--- config.mk ---
export PLATFORM = sky130hd
export DESIGN_NAME = calc1_port_driver
export DESIGN_NICKNAME = d
export VERILOG_FILES = /design/src/rtl/calc1_port_driver.sv
export SDC_FILE = /design/constraint.sdc
export NUM_CORES = 1
export LEC_CHECK = 0
export CAP_MARGIN = 10
export CORE_MARGIN = 3
export CORE_UTILIZATION = 33
export DETAILED_ROUTE_END_ITERATION = 16
export GPL_TIMING_DRIVEN = 0
export PLACE_DENSITY = 0.63
export SETUP_SLACK_MARGIN = 0.02
export SKIP_CTS_REPAIR_TIMING = 1
export SLEW_MARGIN = 20
export SYNTH_ARGS = -nofsm -noshare
export SYNTH_HDL_FRONTEND = slang
export SYNTH_SLANG_ARGS = --single-unit
--- constraint.sdc ---
create_clock -name c_clk -period 2.3 [get_ports c_clk]
set_input_delay 0.46 -clock c_clk [delete_from_list [all_inputs] [get_ports c_clk]]
set_output_delay 0.46 -clock c_clk [all_outputs]
set_load 0.005 [all_outputs]
--- src/rtl/calc1_port_driver.sv ---
// calc1_port_driver
//   Requester-side engine for one calc1 port. Takes a (cmd, op1, op2) transaction
//   from an upstream sequencer over valid/ready. It drives the two-cycle calc1
//   request onto req_cmd_in/req_data_in, then waits for a response or a timeout.
//   The result goes back upstream over valid/ready. A sticky flag records any
//   response that arrives while no request is outstanding.
//
//   Ports
//     c_clk          clock, all state updates on posedge
//     reset          asynchronous active-low reset
//     txn_valid      upstream transaction valid
//     txn_ready      high only while idle
//     txn_cmd        calc1 command (0 = nop; other codes passed through)
//     txn_op1/op2    operands
//     req_cmd_in     registered command to calc1 reqN_cmd_in
//     req_data_in    registered data to calc1 reqN_data_in
//     dut_resp       calc1 out_respN
//     dut_data       calc1 out_dataN
//     rsp_valid      result valid, held until rsp_ready
//     rsp_ready      upstream accepts result
//     rsp_resp       captured response code (00 on nop/timeout)
//     rsp_data       captured data (0 on nop/timeout)
//     rsp_timeout    result was produced by timeout
//     resp_spurious  sticky: non-zero dut_resp seen outside WAIT
//
//   state  | meaning
//   -------+-------------------------------------------------------------
//   IDLE   | ready for a transaction; bus driven to zero
//   OP1    | cmd and op1 on the bus
//   OP2    | op2 on the bus, cmd zero
//   WAIT   | bus zero; watching dut_resp, timeout counter running
//   RESP   | result presented upstream until accepted
module calc1_port_driver #(
   parameter int unsigned TIMEOUT_CYCLES = 64,
   parameter int unsigned CNT_W          = 7    // 2**CNT_W must exceed TIMEOUT_CYCLES
) (
   input  logic        c_clk,
   input  logic        reset,
   input  logic        txn_valid,
   output logic        txn_ready,
   input  logic [3:0]  txn_cmd,
   input  logic [31:0] txn_op1,
   input  logic [31:0] txn_op2,
   output logic [3:0]  req_cmd_in,
   output logic [31:0] req_data_in,
   input  logic [1:0]  dut_resp,
   input  logic [31:0] dut_data,
   output logic        rsp_valid,
   input  logic        rsp_ready,
   output logic [1:0]  rsp_resp,
   output logic [31:0] rsp_data,
   output logic        rsp_timeout,
   output logic        resp_spurious
);

   typedef enum logic [2:0] {
      S_IDLE = 3'd0,
      S_OP1  = 3'd1,
      S_OP2  = 3'd2,
      S_WAIT = 3'd3,
      S_RESP = 3'd4
   } state_t;

   // The wait timer counts down from TIMEOUT_CYCLES-1; reaching zero with no
   // response on the bus is the terminal count that produces a timeout.
   localparam logic [CNT_W-1:0] WAIT_LOAD = CNT_W'(TIMEOUT_CYCLES - 1);

   state_t            state_q, state_d;
   logic [3:0]        cmd_q, cmd_d;
   logic [31:0]       op2_q, op2_d;
   logic [CNT_W-1:0]  wait_cnt_q, wait_cnt_d;
   logic [3:0]        req_cmd_q, req_cmd_d;
   logic [31:0]       req_data_q, req_data_d;
   logic [1:0]        rsp_resp_q, rsp_resp_d;
   logic [31:0]       rsp_data_q, rsp_data_d;
   logic              rsp_timeout_q, rsp_timeout_d;
   logic              spurious_q, spurious_d;

   always_ff @(posedge c_clk or negedge reset) begin
      if (!reset) begin
         state_q <= S_IDLE;
      end else begin
         state_q <= state_d;
      end
   end

   always_comb begin
      state_d       = state_q;
      cmd_d         = cmd_q;
      op2_d         = op2_q;
      wait_cnt_d    = wait_cnt_q;
      req_cmd_d     = '0;
      req_data_d    = '0;
      rsp_resp_d    = rsp_resp_q;
      rsp_data_d    = rsp_data_q;
      rsp_timeout_d = rsp_timeout_q;
      spurious_d    = spurious_q;

      unique case (state_q)
         S_IDLE: begin
            if (txn_valid) begin
               state_d    = S_OP1;
               cmd_d      = txn_cmd;
               op2_d      = txn_op2;
               // op1 is loaded straight into the bus register so it appears
               // on the cycle after acceptance.
               req_cmd_d  = txn_cmd;
               req_data_d = txn_op1;
            end
         end
         S_OP1: begin
            state_d    = S_OP2;
            req_data_d = op2_q;
         end
         S_OP2: begin
            if (cmd_q == 4'd0) begin
               // A nop expects no response from calc1.
               state_d       = S_RESP;
               rsp_resp_d    = 2'b00;
               rsp_data_d    = '0;
               rsp_timeout_d = 1'b0;
            end else begin
               state_d    = S_WAIT;
               wait_cnt_d = WAIT_LOAD;
            end
         end
         S_WAIT: begin
            // A response on the terminal-count cycle is checked first, so it
            // wins over the timeout.
            if (dut_resp != 2'b00) begin
               state_d       = S_RESP;
               rsp_resp_d    = dut_resp;
               rsp_data_d    = dut_data;
               rsp_timeout_d = 1'b0;
            end else if (wait_cnt_q == '0) begin
               state_d       = S_RESP;
               rsp_resp_d    = 2'b00;
               rsp_data_d    = '0;
               rsp_timeout_d = 1'b1;
            end else begin
               wait_cnt_d = wait_cnt_q - 1'b1;
            end
         end
         S_RESP: begin
            if (rsp_ready) begin
               state_d = S_IDLE;
            end
         end
         default: begin
            state_d = S_IDLE;
         end
      endcase

      if (state_q != S_WAIT && dut_resp != 2'b00) begin
         spurious_d = 1'b1;
      end
   end

   always_ff @(posedge c_clk or negedge reset) begin
      if (!reset) begin
         cmd_q         <= '0;
         op2_q         <= '0;
         wait_cnt_q    <= '0;
         req_cmd_q     <= '0;
         req_data_q    <= '0;
         rsp_resp_q    <= '0;
         rsp_data_q    <= '0;
         rsp_timeout_q <= 1'b0;
         spurious_q    <= 1'b0;
      end else begin
         cmd_q         <= cmd_d;
         op2_q         <= op2_d;
         wait_cnt_q    <= wait_cnt_d;
         req_cmd_q     <= req_cmd_d;
         req_data_q    <= req_data_d;
         rsp_resp_q    <= rsp_resp_d;
         rsp_data_q    <= rsp_data_d;
         rsp_timeout_q <= rsp_timeout_d;
         spurious_q    <= spurious_d;
      end
   end

   assign txn_ready     = (state_q == S_IDLE);
   assign rsp_valid     = (state_q == S_RESP);
   assign req_cmd_in    = req_cmd_q;
   assign req_data_in   = req_data_q;
   assign rsp_resp      = rsp_resp_q;
   assign rsp_data      = rsp_data_q;
   assign rsp_timeout   = rsp_timeout_q;
   assign resp_spurious = spurious_q;

endmodule

==> metrics.cfg <==
[global_routing]
overflow_left_after_global_routing=0
global_route_wire_length_before_repair_mm=18.16
grt_pass1_vias=3497
global_route.usage.total_pct=16.11
antenna_found_initial=0
grt_start_max_net_pins=72

[timing]
finClkSkew_ps=7.516
finalSetupViolations=0
period_needed_ps=2214
worstMarginPinSlew_ps=520.6
fmax_mhz=451.7
finalHoldWorstSlack_ps=-14.72
rsz_0062_raised_after_global_routing=no
max_slew_violations=0
worst_slew_margin_rel_pct=64.97
timing.final.hold_violations=14
timing.final.ws_setup_ps=86.35
period_share_pct=96.25

[worst_setup_path]
critical_path.max_stage_delay_ps=550
end_kind=flop
cpMostUsedCell=sky130_fd_sc_hd__buf_6
worst_ep_required_time_ps=2590
criticalPathCategory=reg -> reg
crit_path_cell_trace=or4_4 > o211ai_2 > or3b_4 > buf_6 > buf_6 > a22o_1
crit_slowest_cell=sky130_fd_sc_hd__or4_4
arrival_ps=2500
setup.worst_path.start_class=flop
crit_path_max_fanout=10
r2r_setup_slack_ps=90

[outcome]
status=finished with violations
violations=negative hold slack

[finish]
layoutNonFillerInstCount=687
mostFrequentLayoutCells=sky130_fd_sc_hd__clkdlybuf4s50_1, sky130_fd_sc_hd__dfrtp_1, sky130_fd_sc_hd__a22o_1
stdcell_area_um2=7114
proportion_of_layout_cells_with_a_drive_suffix_above_1_pct=16.70
design.final.nets=610
final_common_cell=sky130_fd_sc_hd__clkdlybuf4s50_1
insertedDiodeCount=0
synthToLayoutAreaGrowth_pct=60.62
n_fill_cell=1098

[die]
starting_density_of_the_core_pct=34.40
top_level_ports=180
design.die.area_um2=14850
rows=41
die_h_um=121.9
design.core.area_um2=12880
die_w_um=121.9

[clock_tree]
cts.sink_count=118
reg_clk_slew_reported_paths_ps=50
cts_tree=yes
cts_made_buffers=17
htree_levels=4
clk-insertion-delay-late_ps=410
cts.path.max_buffers=2
root_buffer=sky130_fd_sc_hd__clkbuf_16

[placed_design]
place_worst_setup_slack_ps=-159.8
placed_area_um2=6465
detailed_place_hpwl_mm=8.462
buffer_ports.inserted=179
post-place-cells=653
gp_routability_congestion=0.7471

[yosys]
synthesis.area_um2=4429
synth_enable_flop_cells=0
cell_variety_after_synth=33
synth.top_cell.area_share_pct=66.67
synth_nets=409
async_reset_ff_share_pct=100.0
ys.flop_type=sky130_fd_sc_hd__dfrtp_1
synthesis.instances=301
ys_seq_area_share_pct=66.67
ys_top_cells_by_area=sky130_fd_sc_hd__dfrtp_1, sky130_fd_sc_hd__a22o_1, sky130_fd_sc_hd__mux2_2
postSynthRegisterBits=118
yosysWarnings=0
synth_top_area_cell=sky130_fd_sc_hd__dfrtp_1
syn_area_per_cell_um2=14.72

[routing]
drt-vias-per-instance=4.870
wirelength_mm=11.63
ant_nets=0
drt_first_pass_iters=4
drt_iter0_drc=95
wl_per_cell_um=16.93
drc_violations=0
via_count=3346

[power]
power_per_cell_area_nw_per_um2=1318
design_power_total_w=0.009377
static-leakage-power_nw=3.096
ir_worst_vdd_mv=0.6010

[worst_hold_path]
min_path_type=in -> async

[flow_run]
maxCapViolations=0

## sequential cells by signal, indices dropped and copies added, names as in the netlist
name and flops:
op2_q 32, req_data_in 32, rsp_data 32, wait_cnt_q 7
cmd_q 4, req_cmd_in 4, state_q 3, rsp_resp 2
resp_spurious 1, rsp_timeout 1
## through the flow
stage	util, %	TNS [ps]
global route	55.25	0
CTS	54.96	-6629
detailed placement	50.21	-5442
global placement	49.99	-450170
floorplan	-	0
finish	55.25	0
## cells by family after synthesis
family	share of synthesized area [%]
AOI/OAI and AO/OA	16.44
adders and majority gates	0.5649
buffers and inverters	2.853
DFF	66.67
muxes	9.407
and+or+nand+nor	4.068
## Yosys cell counts (all sizes together), types with 2 or more instances
master and count:
dfrtp 118, a22o 67, mux2 37, clkbuf 11
buf 9, nor2 9, o21ai 6, and3 4
inv 4, nand2 4, nor3 4, nand2b 3
or3 3, a21o 2, ha 2, o211ai 2
o31ai 2
## metal layers
layer	global-route usage, %	up-vias	wire, µm
met5	0	-	0
met4	6.793	0	207
met3	8.728	15	1423
met2	24.62	147	5385
met1	18.90	1655	4614
li1	-	1529	-
## report_power, final
| group | switching [W] | internal (W) |
|---|---|---|
| combinational | 0.00116 | 0.00205 |
| clock | 0.000889 | 0.00181 |
| sequential | 0.000466 | 0.00300 |
| total | 0.00251 | 0.00687 |
## layout make-up
class / instances / area (µm²) / share of cell area [%]
multi-input combinational: 159 / 1364 / 19.17
buffer: 19 / 107.6 / 1.512
inverter: 4 / 15.01 / 0.2110
timing repair buffer: 183 / 1846 / 25.94
clock buffer: 24 / 491.7 / 6.912
tap: 172 / 215.2 / 3.025
clock inverter: 8 / 120.1 / 1.688
sequential: 118 / 2955 / 41.54
## path summary, 6_finish.rpt
check / start / to / cells after the start
worst min register to register: resp_spurious$_DFFE_PN0P_ / resp_spurious$_DFFE_PN0P_ / 1
worst min-delay path: reset / rsp_data[26]$_DFFE_PN0P_ / 1
worst max-delay path: wait_cnt_q[4]$_DFFE_PN0P_ / rsp_data[16]$_DFFE_PN0P_ / 6
worst max register to register: wait_cnt_q[4]$_DFFE_PN0P_ / rsp_data[16]$_DFFE_PN0P_ / 6
min in group c_clk: resp_spurious$_DFFE_PN0P_ / resp_spurious$_DFFE_PN0P_ / 1
max in group asynchronous: reset / state_q[0]$_DFFE_PN0P_ / 2
## worst max-delay path, delay by kind of cell, from the launching register on
family,cells,cell delay [ps]
simple gates,2,950
compound gates,2,430
flops,1,420
buf+inv,2,290
Power figures use the tool's default switching activity.
